==> config.mk <==
export PLATFORM = sky130hd
export DESIGN_NAME = uart_cmd_assembler
export DESIGN_NICKNAME = d
export VERILOG_FILES = /design/src/rtl/knight_uart_pkg.sv /design/src/rtl/resp_tx_ctrl.sv /design/src/rtl/uart_cmd_assembler.sv
export SDC_FILE = /design/constraint.sdc
export NUM_CORES = 1
export LEC_CHECK = 0
export CORE_MARGIN = 4
export CORE_UTILIZATION = 25
export CTS_BUF_LIST = sky130_fd_sc_hd__clkbuf_4 sky130_fd_sc_hd__clkbuf_8 sky130_fd_sc_hd__clkbuf_16
export DETAILED_ROUTE_END_ITERATION = 10
export GPL_TIMING_DRIVEN = 0
export PLACE_DENSITY_LB_ADDON = 0.25
export SYNTH_ARGS = -nofsm -noshare
export SYNTH_HDL_FRONTEND = slang
export SYNTH_SLANG_ARGS = --single-unit
export TNS_END_PERCENT = 1
==> constraint.sdc <==
create_clock -name clk -period 1.4 [get_ports clk]
set_clock_uncertainty 0.15 [all_clocks]
set_input_delay 0.35 -clock clk [delete_from_list [all_inputs] [get_ports clk]]
set_output_delay 0.35 -clock clk [all_outputs]
set_load 0.05 [all_outputs]
==> src/rtl/knight_uart_pkg.sv <==
// Shared types and constants for the UART command/response framer.
package knight_uart_pkg;

  localparam int         CMD_W        = 16;
  localparam logic [7:0] UART_POS_ACK = 8'hA5;
  localparam logic [7:0] MOVE_POS_ACK = 8'h5A;

  typedef enum logic {IDLE, WAIT_LO} rx_state_t;
  typedef enum logic {TX_IDLE, TX_BUSY} tx_state_t;

endpackage

==> src/rtl/resp_tx_ctrl.sv <==
// Response transmit controller: launches one byte into the UART transmitter and
// reports completion. Requests arriving while a byte is in flight are dropped.
module resp_tx_ctrl
  import knight_uart_pkg::*;
(
  input  logic       clk,
  input  logic       rst,
  input  logic [7:0] resp,
  input  logic       send_resp,
  input  logic       tx_done,
  output logic       trmt,
  output logic [7:0] tx_data,
  output logic       resp_sent
);

  tx_state_t  state, state_nxt;
  logic [7:0] tx_data_nxt;
  logic       trmt_nxt, resp_sent_nxt;

  always_ff @(posedge clk) begin
    if (rst) begin
      state     <= TX_IDLE;
      trmt      <= 1'b0;
      tx_data   <= 8'h00;
      resp_sent <= 1'b0;
    end else begin
      state     <= state_nxt;
      trmt      <= trmt_nxt;
      tx_data   <= tx_data_nxt;
      resp_sent <= resp_sent_nxt;
    end
  end

  always_comb begin
    state_nxt     = state;
    tx_data_nxt   = tx_data;
    trmt_nxt      = 1'b0;
    resp_sent_nxt = 1'b0;
    case (state)
      TX_IDLE: if (send_resp) begin
        tx_data_nxt = resp;
        trmt_nxt    = 1'b1;
        state_nxt   = TX_BUSY;
      end
      TX_BUSY: if (tx_done) begin
        resp_sent_nxt = 1'b1;
        state_nxt     = TX_IDLE;
      end
      default: state_nxt = TX_IDLE;
    endcase
  end

endmodule

==> src/rtl/uart_cmd_assembler.sv <==
// Assembles two UART bytes (high first) into a 16-bit command and frames the response byte.
// Optional inter-byte timeout enabled by defining CMD_TIMEOUT_EN.
module uart_cmd_assembler
  import knight_uart_pkg::*;
#(
  parameter int TIMEOUT_CYCLES = 1_000_000
) (
  input  logic             clk,
  input  logic             rst,
  input  logic             rx_rdy,
  input  logic [7:0]       rx_data,
  output logic             clr_rx_rdy,
  output logic [CMD_W-1:0] cmd,
  output logic             cmd_rdy,
  input  logic             clr_cmd_rdy,
  output logic             overrun,
  output logic             frame_err,
  input  logic [7:0]       resp,
  input  logic             send_resp,
  output logic             trmt,
  output logic [7:0]       tx_data,
  input  logic             tx_done,
  output logic             resp_sent
);

  rx_state_t        state, state_nxt;
  logic [7:0]       hi, hi_nxt;
  logic [CMD_W-1:0] cmd_nxt;
  logic             cmd_rdy_nxt, clr_nxt, overrun_nxt;
  logic             accept;

  // A byte still flagged during the receiver's clear latency must not be taken twice.
  assign accept = rx_rdy & ~clr_rx_rdy;

`ifdef CMD_TIMEOUT_EN
  localparam int CNT_W = (TIMEOUT_CYCLES > 2) ? $clog2(TIMEOUT_CYCLES) : 1;
  logic [CNT_W-1:0] cnt, cnt_nxt;
  logic             frame_err_nxt;

  always_ff @(posedge clk) begin
    if (rst) begin
      cnt       <= '0;
      frame_err <= 1'b0;
    end else begin
      cnt       <= cnt_nxt;
      frame_err <= frame_err_nxt;
    end
  end
`else
  localparam int unused_timeout_cycles = TIMEOUT_CYCLES;
  assign frame_err = 1'b0;
`endif

  always_ff @(posedge clk) begin
    if (rst) begin
      state      <= IDLE;
      hi         <= 8'h00;
      cmd        <= '0;
      cmd_rdy    <= 1'b0;
      clr_rx_rdy <= 1'b0;
      overrun    <= 1'b0;
    end else begin
      state      <= state_nxt;
      hi         <= hi_nxt;
      cmd        <= cmd_nxt;
      cmd_rdy    <= cmd_rdy_nxt;
      clr_rx_rdy <= clr_nxt;
      overrun    <= overrun_nxt;
    end
  end

  always_comb begin
    state_nxt   = state;
    hi_nxt      = hi;
    cmd_nxt     = cmd;
    cmd_rdy_nxt = clr_cmd_rdy ? 1'b0 : cmd_rdy;
    clr_nxt     = 1'b0;
    overrun_nxt = 1'b0;
`ifdef CMD_TIMEOUT_EN
    cnt_nxt       = '0;
    frame_err_nxt = 1'b0;
`endif
    case (state)
      IDLE: if (accept) begin
        hi_nxt      = rx_data;
        clr_nxt     = 1'b1;
        overrun_nxt = cmd_rdy;
        cmd_rdy_nxt = 1'b0;
        state_nxt   = WAIT_LO;
      end
      WAIT_LO: begin
        if (accept) begin
          // Whole command updates in one edge, together with the valid flag.
          cmd_nxt     = {hi, rx_data};
          cmd_rdy_nxt = 1'b1;
          clr_nxt     = 1'b1;
          state_nxt   = IDLE;
        end
`ifdef CMD_TIMEOUT_EN
        else if (cnt == CNT_W'(TIMEOUT_CYCLES - 1)) begin
          hi_nxt        = 8'h00;
          frame_err_nxt = 1'b1;
          state_nxt     = IDLE;
        end else begin
          cnt_nxt = cnt + 1'b1;
        end
`endif
      end
      default: state_nxt = IDLE;
    endcase
  end

  resp_tx_ctrl u_resp_tx_ctrl (
    .clk       (clk),
    .rst       (rst),
    .resp      (resp),
    .send_resp (send_resp),
    .tx_done   (tx_done),
    .trmt      (trmt),
    .tx_data   (tx_data),
    .resp_sent (resp_sent)
  );

endmodule

==> results.tsv <==
stage	metric	value	unit
critical_path	Worst Setup End Kind	primary output	
routing	DRT Pass-1 Iters	3	
clocking	CTS buffer count	5	
synth	register area share after synthesis	57.2	%
floorplan	die height	81.9	microns
critical_path	crit path buf inv count	1	
global_routing	GRT Util Overall	10.9	%
clocking	root buf cell	clkbuf_8	
clocking	hold buffer count at CTS	0	
synth	Syn. warnings	0	
synth	Synth Area in Compound Gates	9.53	%
clocking	clk slew on worst S/H paths	0.07	ns
critical_path	Crit Path Max Fanout	1	
synth	Syn Area/Cell	8.75	sq um
global_routing	first-pass GRT wire length	5.44	mm
critical_path	critical path launch point type	flip-flop	
routing	met3 wire len	320	microns
synth	combinational family with the most area after synthesis	simple AND/OR/NAND/NOR gates	
critical_path	slowest CP cell	dfxtp_1	
global_routing	largest net degree at the start of global routing	13	
synth	#FFs+latches synth	39	
clocking	H-tree Lvls	2	
routing	routed length per instance	11.8	microns
floorplan	row cnt	26	
placement	pre-CTS WS	-0.498	ns
cells_and_area	NumNets Final	237	
synth	synth unique cells	19	
timing	max frequency	733	MHz
clocking	worst skew pair latency	0.29	ns
clocking	CTS Buffer Depth	2	
cells_and_area	Final Non-Filler Cells	285	
timing	final slew viol count	0	
placement	# placed instances	276	
routing	Avg Vias per Cell	4.12	
timing	Setup Viol. Count Final	0	
synth	Post-synth EDFFs	0	
synth	Mapped Cells	156	
routing	Via Count	1173	
clocking	CTS tree	built	
placement	HPWL after detailed placement	2.34	mm
floorplan	Die X	81.9	microns
timing	RSZ-0062 raised after global routing	true	
cells_and_area	Final Util	39.7	%
placement	dpl cell area	1960	sq um
cells_and_area	n_diodes	0	
floorplan	IO Pins	52	
critical_path	CP cell instances	buf_2	
flow_run	Max-cap violations	0	
synth	mux contribution to synthesized area	5.87	%
critical_path	crit path DAT	0.86	ns
status	status	finished, final reports clean	
global_routing	vias in the first global route	1142	
synth	post-synthesis xor/xnor area fraction	0	%
power	PwrDens	1280	nW/um^2
worst_hold_path	Hold Crit Class	flip-flop to flip-flop	
global_routing	initial antenna violation count	0	
cells_and_area	most frequent cells in the layout	nand2_1 (48), dfxtp_1 (38), a21oi_1 (26), clkbuf_4 (23), clkdlybuf4s50_1 (20)	
cells_and_area	layout cell share with drive strength beyond 1	25.1	%
floorplan	effective utilization at floorplan	26.2	%
timing	Period minus WS final	1.36	ns
synth	post-synthesis adder-cell area fraction	0.917	%
global_routing	grt total ovfl	0	
power	worst ir drop on vdd	0.677	mV
routing	final wirelength	3.38	mm
timing	fin crit share	97.5	%
cells_and_area	Finished Cell Area	2060	sq um
routing	highest metal used	met4	
critical_path	CP Class	flip-flop to primary output	
synth	Mapped Nets	179	
power	Pleak	0.855	nW
placement	Final Wtd Congestion	0.718	
floorplan	core area	5200	sq um
critical_path	delay-heaviest family, CP	flip-flops	
routing	drt initial violations	37	
synth	Simple-Gate Fraction of Synth Area	21.2	%
critical_path	biggest cell delay along the critical path	0.32	ns
timing	setup TNS	0	ns
synth	Post-synth ARST share	0	%
critical_path	required time of the worst setup path	0.90	ns
timing	Fin. Hold Viols	0	
cells_and_area	most common library cell in the layout ignoring fill and taps	nand2_1	
routing	DR WL met2	1.47	mm
placement	Port Buf Inserts	50	
routing	antenna viol nets, final	0	
synth	synthesized cell area	1370	sq um
synth	Top FF cell, synth	dfxtp_1	
clocking	Clock Sink Count	39	
power	total power	2.65	mW
routing	detailed-route DRC error count	0	
cells_and_area	Layout Area Growth over Synthesis	51.2	%
timing	worst hold slack	0.303	ns
timing	setup ws final	0.0355	ns
floorplan	Die Area	6710	sq um
routing	wl on met1	1.54	mm
[logic make-up (layout without fill, tap and decap cells)]
logic type,count (synthesis),in the layout
multiplexers,8,8
flip-flops,39,39
AO/OA/AOI/OAI,26,26
AND/OR/NAND/NOR,68,68
adder cells (fa/ha/maj),1,1
buffers and inverters,13,72
other,1,1
[sequential cells by signal (all words and copies together) (netlist names)]
name	count
clr_rx_rdy	1
cmd	16
cmd_rdy	1
hi	8
overrun	1
state	1
u_resp_tx_ctrl.resp_sent	1
u_resp_tx_ctrl.state	1
u_resp_tx_ctrl.trmt	1
u_resp_tx_ctrl.tx_data	8
[layout make-up]
type / count / area (sq um)
clock buffers: 7 / 101
well taps: 70 / 87.6
flip-flops and latches: 39 / 785
fillers: 558 / 3140
multi-input cells: 104 / 536
clock inverters: 1 / 30.0
repair buffers: 51 / 429
inverters: 2 / 7.51
plain buffers: 11 / 88.8
[worst paths after layout]
check	start	endpoint	slack, ns	depth (start not counted)
setup / recovery	u_resp_tx_ctrl.trmt	trmt	0.04	1
hold / removal	u_resp_tx_ctrl.tx_data[6]	u_resp_tx_ctrl.tx_data[6]	0.30	2
setup reg to reg	clr_rx_rdy	hi[1]	0.08	6
hold reg to reg	u_resp_tx_ctrl.tx_data[6]	u_resp_tx_ctrl.tx_data[6]	0.30	2
[what timing repair did]
action	4_1_cts	5_1_grt
gates cloned	0	0
setup endpoints to repair	59	53
setup buffers	1	0
pin swaps	0	1
gates resized for setup	153	42
[synthesized netlist by cell type (all sizes together), types with 2 or more instances]
cell | n | area share (%)
mux2i | 8 | 5.9
buf | 9 | 3.9
nand2b | 3 | 1.4
a21oi | 26 | 9.5
dfxtp | 39 | 57
and3b | 2 | 1.3
nand3b | 2 | 1.4
inv | 2 | 0.55
nor2 | 11 | 3.0
nand2 | 48 | 13
clkbuf | 2 | 0.55
[routing by layer]
| layer | global-route usage, % | vias up |
|---|---|---|
| li1 | - | 614 |
| met1 | 12.7 | 513 |
| met5 | 0 | - |
| met4 | 3.99 | 0 |
| met2 | 17.3 | 40 |
| met3 | 5.15 | 6 |
[report_power, final]
group	switching (mW)	internal [mW]
Sequential	0.0276	1.16
Clock	0.388	0.660
Combinational	0.245	0.170
Total	0.660	1.99
No activity file was read; power rests on OpenSTA's default activity.
